[src/rtl/match_bundle_packer_if.sv]
// Handshake bundle for match_bundle_packer: a serial word stream in, a LANES-wide
// bundle stream out. The packer uses the slave view and its feeder uses the master view.
interface match_bundle_packer_if #(
  parameter int WIDTH = 10,
  parameter int LANES = 4
);
  logic                   in_valid;
  logic                   in_ready;
  logic [WIDTH-1:0]       in_data;
  logic                   in_last;
  logic                   flush;
  logic                   out_valid;
  logic                   out_ready;
  logic [WIDTH*LANES-1:0] out_data;
  logic [LANES-1:0]       out_mask;
  logic                   out_last;

  modport master (
    output in_valid, in_data, in_last, flush, out_ready,
    input  in_ready, out_valid, out_data, out_mask, out_last
  );

  modport slave (
    input  in_valid, in_data, in_last, flush, out_ready,
    output in_ready, out_valid, out_data, out_mask, out_last
  );
endinterface

[src/rtl/match_bundle_packer.sv]
// Packs a serial stream of candidate words into LANES-wide bundles behind a
// one-entry output register. A second closed bundle may wait in the accumulator (HOLD).
module match_bundle_packer #(
  parameter int WIDTH = 10,
  parameter int LANES = 4,
  parameter int CNTW  = 16
) (
  input  logic                   clk,
  input  logic                   reset_l,
  match_bundle_packer_if.slave   bus,
  output logic [CNTW-1:0]        bundle_cnt
);

  localparam int IDXW = (LANES > 1) ? $clog2(LANES) : 1;
  localparam logic [IDXW-1:0] IDX_MAX = IDXW'(LANES - 1);

  typedef enum logic {
    S_FILL = 1'b0,
    S_HOLD = 1'b1
  } state_t;

  state_t                        r_state;
  logic [IDXW-1:0]               r_idx;
  logic [LANES-1:0][WIDTH-1:0]   r_acc;
  logic [LANES-1:0]              r_acc_mask;
  logic                          r_acc_last;

  logic                          r_out_valid;
  logic [LANES-1:0][WIDTH-1:0]   r_out_data;
  logic [LANES-1:0]              r_out_mask;
  logic                          r_out_last;
  logic [CNTW-1:0]               r_cnt;

  logic                          w_in_ready;
  logic                          w_accept;
  logic                          w_drain;
  logic                          w_out_free;
  logic                          w_close;
  logic [LANES-1:0][WIDTH-1:0]   w_acc_n;
  logic [LANES-1:0]              w_mask_n;
  logic                          w_last_n;

  // Ready depends only on state (and reset), never on in_valid, so the
  // upstream may build its valid from ready without forming a loop.
  assign w_in_ready = (r_state == S_FILL) && reset_l;
  assign w_accept   = bus.in_valid && w_in_ready;
  assign w_drain    = r_out_valid && bus.out_ready;
  assign w_out_free = !r_out_valid || w_drain;

  // Accumulator contents as they would look after this cycle's beat.
  always_comb begin
    // NOTE: every signal gets a default first so no path leaves it unassigned,
    // which is what keeps a combinational block from inferring a latch.
    w_acc_n  = r_acc;
    w_mask_n = r_acc_mask;
    w_last_n = r_acc_last;
    if (w_accept) begin
      w_acc_n[r_idx]  = bus.in_data;
      w_mask_n[r_idx] = 1'b1;
      w_last_n        = r_acc_last | bus.in_last;
    end
  end

  // A flush only closes a bundle that has (or is just getting) at least one word.
  always_comb begin
    w_close = 1'b0;
    if (r_state == S_FILL) begin
      w_close = (w_accept && ((r_idx == IDX_MAX) || bus.in_last))
             || (bus.flush && ((r_idx != '0) || w_accept));
    end
  end

  always_ff @(posedge clk or negedge reset_l) begin
    // NOTE: the accumulator is a handful of flops, not a RAM, so it is cleared
    // on reset to guarantee a partial bundle never leaks past a reset.
    if (!reset_l) begin
      r_state     <= S_FILL;
      r_idx       <= '0;
      r_acc       <= '0;
      r_acc_mask  <= '0;
      r_acc_last  <= 1'b0;
      r_out_valid <= 1'b0;
      r_out_data  <= '0;
      r_out_mask  <= '0;
      r_out_last  <= 1'b0;
      r_cnt       <= '0;
    end else begin
      // NOTE: state registers use non-blocking assignments so every flop sees
      // pre-edge values regardless of statement order.
      if (w_drain) begin
        r_cnt <= r_cnt + 1'b1;
      end

      unique case (r_state)
        S_FILL: begin
          if (w_close && w_out_free) begin
            r_out_valid <= 1'b1;
            r_out_data  <= w_acc_n;
            r_out_mask  <= w_mask_n;
            r_out_last  <= w_last_n;
            r_acc       <= '0;
            r_acc_mask  <= '0;
            r_acc_last  <= 1'b0;
            r_idx       <= '0;
          end else if (w_close) begin
            // Output register still occupied: park the closed bundle here.
            r_acc      <= w_acc_n;
            r_acc_mask <= w_mask_n;
            r_acc_last <= w_last_n;
            r_state    <= S_HOLD;
          end else begin
            if (w_accept) begin
              r_acc      <= w_acc_n;
              r_acc_mask <= w_mask_n;
              r_acc_last <= w_last_n;
              r_idx      <= r_idx + IDXW'(1);
            end
            if (w_drain) begin
              r_out_valid <= 1'b0;
            end
          end
        end

        S_HOLD: begin
          if (w_drain) begin
            r_out_data <= r_acc;
            r_out_mask <= r_acc_mask;
            r_out_last <= r_acc_last;
            r_acc      <= '0;
            r_acc_mask <= '0;
            r_acc_last <= 1'b0;
            r_idx      <= '0;
            r_state    <= S_FILL;
          end
        end

        default: begin
          r_state <= S_FILL;
        end
      endcase
    end
  end

  assign bus.in_ready  = w_in_ready;
  assign bus.out_valid = r_out_valid;
  assign bus.out_data  = r_out_data;
  assign bus.out_mask  = r_out_mask;
  assign bus.out_last  = r_out_last;
  assign bundle_cnt    = r_cnt;

endmodule
[src/flat_wrapper.sv]
// flat-port wrapper written by rule: the top's interface ports become plain ports
module match_bundle_packer_flat 
#(
  parameter int WIDTH = 10,
  parameter int LANES = 4,
  parameter int CNTW  = 16
)
  (clk, reset_l, bundle_cnt, bus_in_valid, bus_in_data, bus_in_last, bus_flush, bus_out_ready, bus_in_ready, bus_out_valid, bus_out_data, bus_out_mask, bus_out_last);
  match_bundle_packer_if #(.WIDTH(WIDTH), .LANES(LANES)) bus_i ();
  input  logic clk;
  input  logic reset_l;
  output logic [CNTW-1:0] bundle_cnt;
  input wire logic [$bits(bus_i.in_valid)-1:0] bus_in_valid;
  input wire logic [$bits(bus_i.in_data)-1:0] bus_in_data;
  input wire logic [$bits(bus_i.in_last)-1:0] bus_in_last;
  input wire logic [$bits(bus_i.flush)-1:0] bus_flush;
  input wire logic [$bits(bus_i.out_ready)-1:0] bus_out_ready;
  output wire logic [$bits(bus_i.in_ready)-1:0] bus_in_ready;
  output wire logic [$bits(bus_i.out_valid)-1:0] bus_out_valid;
  output wire logic [$bits(bus_i.out_data)-1:0] bus_out_data;
  output wire logic [$bits(bus_i.out_mask)-1:0] bus_out_mask;
  output wire logic [$bits(bus_i.out_last)-1:0] bus_out_last;
  assign bus_i.in_valid = bus_in_valid;
  assign bus_i.in_data = bus_in_data;
  assign bus_i.in_last = bus_in_last;
  assign bus_i.flush = bus_flush;
  assign bus_i.out_ready = bus_out_ready;
  assign bus_in_ready = bus_i.in_ready;
  assign bus_out_valid = bus_i.out_valid;
  assign bus_out_data = bus_i.out_data;
  assign bus_out_mask = bus_i.out_mask;
  assign bus_out_last = bus_i.out_last;
  match_bundle_packer #(.WIDTH(WIDTH), .LANES(LANES), .CNTW(CNTW)) u_core (.clk(clk), .reset_l(reset_l), .bus(bus_i), .bundle_cnt(bundle_cnt));
endmodule
[config.mk]
export PLATFORM = sky130hd
export DESIGN_NAME = match_bundle_packer_flat
export DESIGN_NICKNAME = d
export VERILOG_FILES = /design/src/rtl/match_bundle_packer_if.sv /design/src/rtl/match_bundle_packer.sv /design/src/flat_wrapper.sv
export SDC_FILE = /design/constraint.sdc
export NUM_CORES = 1
export LEC_CHECK = 0
export CAP_MARGIN = 20
export CELL_PAD_IN_SITES_DETAIL_PLACEMENT = 1
export CELL_PAD_IN_SITES_GLOBAL_PLACEMENT = 1
export CORE_ASPECT_RATIO = 1.5
export CORE_MARGIN = 3
export CORE_UTILIZATION = 47
export CTS_CLUSTER_SIZE = 16
export DETAILED_ROUTE_END_ITERATION = 10
export GPL_ROUTABILITY_DRIVEN = 1
export GPL_TIMING_DRIVEN = 0
export PLACE_DENSITY = 0.86
export SYNTH_ARGS = -nofsm -noshare
export SYNTH_HDL_FRONTEND = slang
export SYNTH_SLANG_ARGS = --single-unit
[constraint.sdc]
create_clock -name clk -period 4.64 [get_ports clk]
set_input_delay 0.928 -clock clk [delete_from_list [all_inputs] [get_ports clk]]
set_output_delay 0.928 -clock clk [all_outputs]
set_load 0.005 [all_outputs]
==> metrics.txt <==
status completed; pin count of the biggest net entering global routing 73; area delta synth->final 26.00%; number of enable-type register cells in the synthesized netlist 0; library cells used by synthesis 46; critical path required time 3710 ps; Antenna Violating Nets Remaining 0; die area 11,930 um^2; Root Buffer Master sky130_fd_sc_hd__clkbuf_16; syn_area_per_cell 13.96 um^2; register-to-register path setup slack 2280 ps; detailed-route vias per instance 5.712; DRC violation count after routing 0; count of pins over their slew limit 0; RSZ-0062 raised after global routing no; via count of the first global-routing pass 3,768; layout cells sized above 1 0.2870; area of all placed cells without fillers 6295 um^2; power density over the cells 509.0 nW/um^2; Finished Layout Cells 594; period utilisation layout 0.7408; path type of the worst min-delay path register to register; most heavily used metal layer in global routing met2; met2 global-route usage 0.4191; area fraction of the dominant cell type after synthesis 0.5510; critical path peak fanout 72; Placer Congestion 0.8483; top_reg_cell synth sky130_fd_sc_hd__dfrtp_1; met3 Usage GRT 0.03655; number of antenna violations at the first check in global routing 0; final sum of negative setup slack 0 ps; Net Count, Synth 379; total congestion overflow after global routing 0; core area 10,250 um^2; cell count after synthesis 358; floorplan die height 132.3 um; filler cell count 1,026; sequential element share of the synthesized area 0.5510; area of the mapped netlist 4996 um^2; first-pass detailed-route iteration total 4; dominant cells by area after synthesis sky130_fd_sc_hd__dfrtp_1 (55%), sky130_fd_sc_hd__mux2_2 (19%), sky130_fd_sc_hd__a32o_1 (4.0%); clock-pin slew of the registers on the worst-case setup and hold paths 70 ps; number of CTS-inserted buffers 9; M1 GR Usage 0.2650; clk_skew 8.178 ps; highest clock frequency the design can meet 0.2909 GHz; number of vias in the routed layout 3,393; max-capacitance violation count 0; Crit. End Element primary output; worst endpoint data arrival time 2510 ps; FFs w/ async S/R, synth 1.000; leakage component of the power 0.002981 uW; CTS tree built; post-synthesis cell type with the largest combined area sky130_fd_sc_hd__dfrtp_1; total global-route track usage 0.2292; clock latency at the later pin of the worst-skew pair 350 ps; Yosys reg bits 110; final critical-path required period 3437 ps; normalized max-slew margin 0.4557; Final setup viols 0; total of hold buffers inserted after clock tree synthesis 0; Post-CTS Setup Repair Bufs 0; leading cell type by number of instances after synthesis sky130_fd_sc_hd__dfrtp_1; Cells after DPL 578; routed len/inst 21.79 um; Post-CTS Resized 0; hold violation total from the final report 0; HPWL reported at the end of detailed placement 8836 um; startpoint-to-endpoint class of the critical path primary input to primary output; number of primary I/O pins 79; effective utilization at floorplan 0.4875; list of most frequent post-synthesis cells sky130_fd_sc_hd__dfrtp_1 (110), sky130_fd_sc_hd__mux2_2 (84), sky130_fd_sc_hd__a22o_1 (21); kind of start point of the critical path primary input; diodes inserted 0; clock tree buffer depth 2; Die Wd 90.18 um; row count 45; measured slew at the worst slew-check pin 810.3 ps; Sequential cell area 2753 um^2; peak supply drop 240.0 uV; number of sinks on the clock net 110; total number of H-tree levels 3; number of port buffers 78; area of the multi-input gates 2073 um^2; placed cell areas 5978 um^2; count of synthesis-stage warnings from yosys 0; first-pass GRT wire length 21,310 um; number of nets in the final layout 469; first-iteration detailed-routing DRC count 173; detailed-route wire length 12,940 um
[cell usage in the layout (no fill, tap or decap), types with 3 or more instances in the layout]
master | netlist | layout
sky130_fd_sc_hd__nand4_1 | 4 | 4
sky130_fd_sc_hd__nand2_1 | 6 | 6
sky130_fd_sc_hd__ha_1 | 5 | 5
sky130_fd_sc_hd__clkbuf_16 | 0 | 9
sky130_fd_sc_hd__mux2_2 | 84 | 84
sky130_fd_sc_hd__o21ai_0 | 6 | 6
sky130_fd_sc_hd__xor2_1 | 3 | 3
sky130_fd_sc_hd__buf_6 | 11 | 11
sky130_fd_sc_hd__a32o_1 | 20 | 20
sky130_fd_sc_hd__buf_2 | 3 | 3
sky130_fd_sc_hd__nor3_1 | 3 | 3
sky130_fd_sc_hd__nor2b_1 | 7 | 7
sky130_fd_sc_hd__inv_1 | 5 | 5
sky130_fd_sc_hd__dfrtp_1 | 110 | 110
sky130_fd_sc_hd__clkdlybuf4s50_1 | 0 | 77
sky130_fd_sc_hd__nor2_2 | 4 | 4
sky130_fd_sc_hd__nand2b_1 | 5 | 5
sky130_fd_sc_hd__nand3_1 | 8 | 8
sky130_fd_sc_hd__xnor2_1 | 12 | 12
sky130_fd_sc_hd__and3_1 | 3 | 3
sky130_fd_sc_hd__a22o_1 | 21 | 21
sky130_fd_sc_hd__nor2_1 | 6 | 6
[flip-flops by register name, indices dropped and copies added, names as in the netlist]
register / flops
u_core.bundle_cnt: 16
u_core.bus.out_data: 40
u_core.bus.out_last: 1
u_core.bus.out_mask: 4
u_core.bus.out_valid: 1
u_core.r_acc: 40
u_core.r_acc_last: 1
u_core.r_acc_mask: 4
u_core.r_idx: 2
u_core.r_state: 1
[metal layers]
layer	wire [um]	vias up
li1	-	1512
met1	5135	1774
met2	7093	89
met3	418	18
met4	296	0
met5	0	-
[stage by stage]
step	setup slack [ps]	total power (uW)	util	hold WS, ps
4_1_cts	1153	3246	0.6143	476.3
3_3_place_gp	-2888	2339	0.5810	463.3
5_1_grt	1050	3377	0.6143	493.5
3_5_place_dp	1135	2410	0.5834	461.8
6_report	1203	3204	0.6143	469.5
2_1_floorplan	2396	1939	-	460.6
[worst max-delay path, cell delays in order]
cell and delay, ps:
sky130_fd_sc_hd__buf_4 470, sky130_fd_sc_hd__buf_16 370, sky130_fd_sc_hd__nor2b_1 180, sky130_fd_sc_hd__clkdlybuf4s50_1 500
[area by class of cell]
cell class | instances | area share
Sequential cell | 110 | 0.4373
Multi-Input combinational cell | 226 | 0.3294
Timing Repair Buffer | 79 | 0.1280
Clock buffer | 11 | 0.04015
Tap cell | 141 | 0.02803
Buffer | 17 | 0.02405
Clock inverter | 5 | 0.01014
Inverter | 5 | 0.002982
[kinds of logic after synthesis]
family / Yosys count / synth area share
and+or+nand+nor: 58 / 0.06912
xor gates and xnor gates: 15 / 0.02630
muxes: 86 / 0.1938
buffers and inverters: 22 / 0.03406
AOI/OAI and AO/OA: 62 / 0.1132
DFF: 110 / 0.5510
adders and majority gates: 5 / 0.01252
[path summary, 6_finish.rpt]
path,from,endpoint,cells after the start
worst max-delay path,reset_l,bus_in_ready,4
worst min-delay path,u_core.bundle_cnt[15],u_core.bundle_cnt[15],1
worst max register to register,u_core.r_idx[0],u_core.bus.out_data[13],7
worst min register to register,u_core.bundle_cnt[15],u_core.bundle_cnt[15],1
max in group asynchronous,reset_l,u_core.r_state,2
min in group asynchronous,reset_l,u_core.bundle_cnt[13],1
[where the power goes]
| group | switching, uW | internal (uW) |
|---|---|---|
| Combinational | 508 | 608 |
| Clock | 360 | 454 |
| Sequential | 132 | 1140 |
| Total | 1000 | 2200 |
No activity file was read; power rests on OpenSTA's default activity.
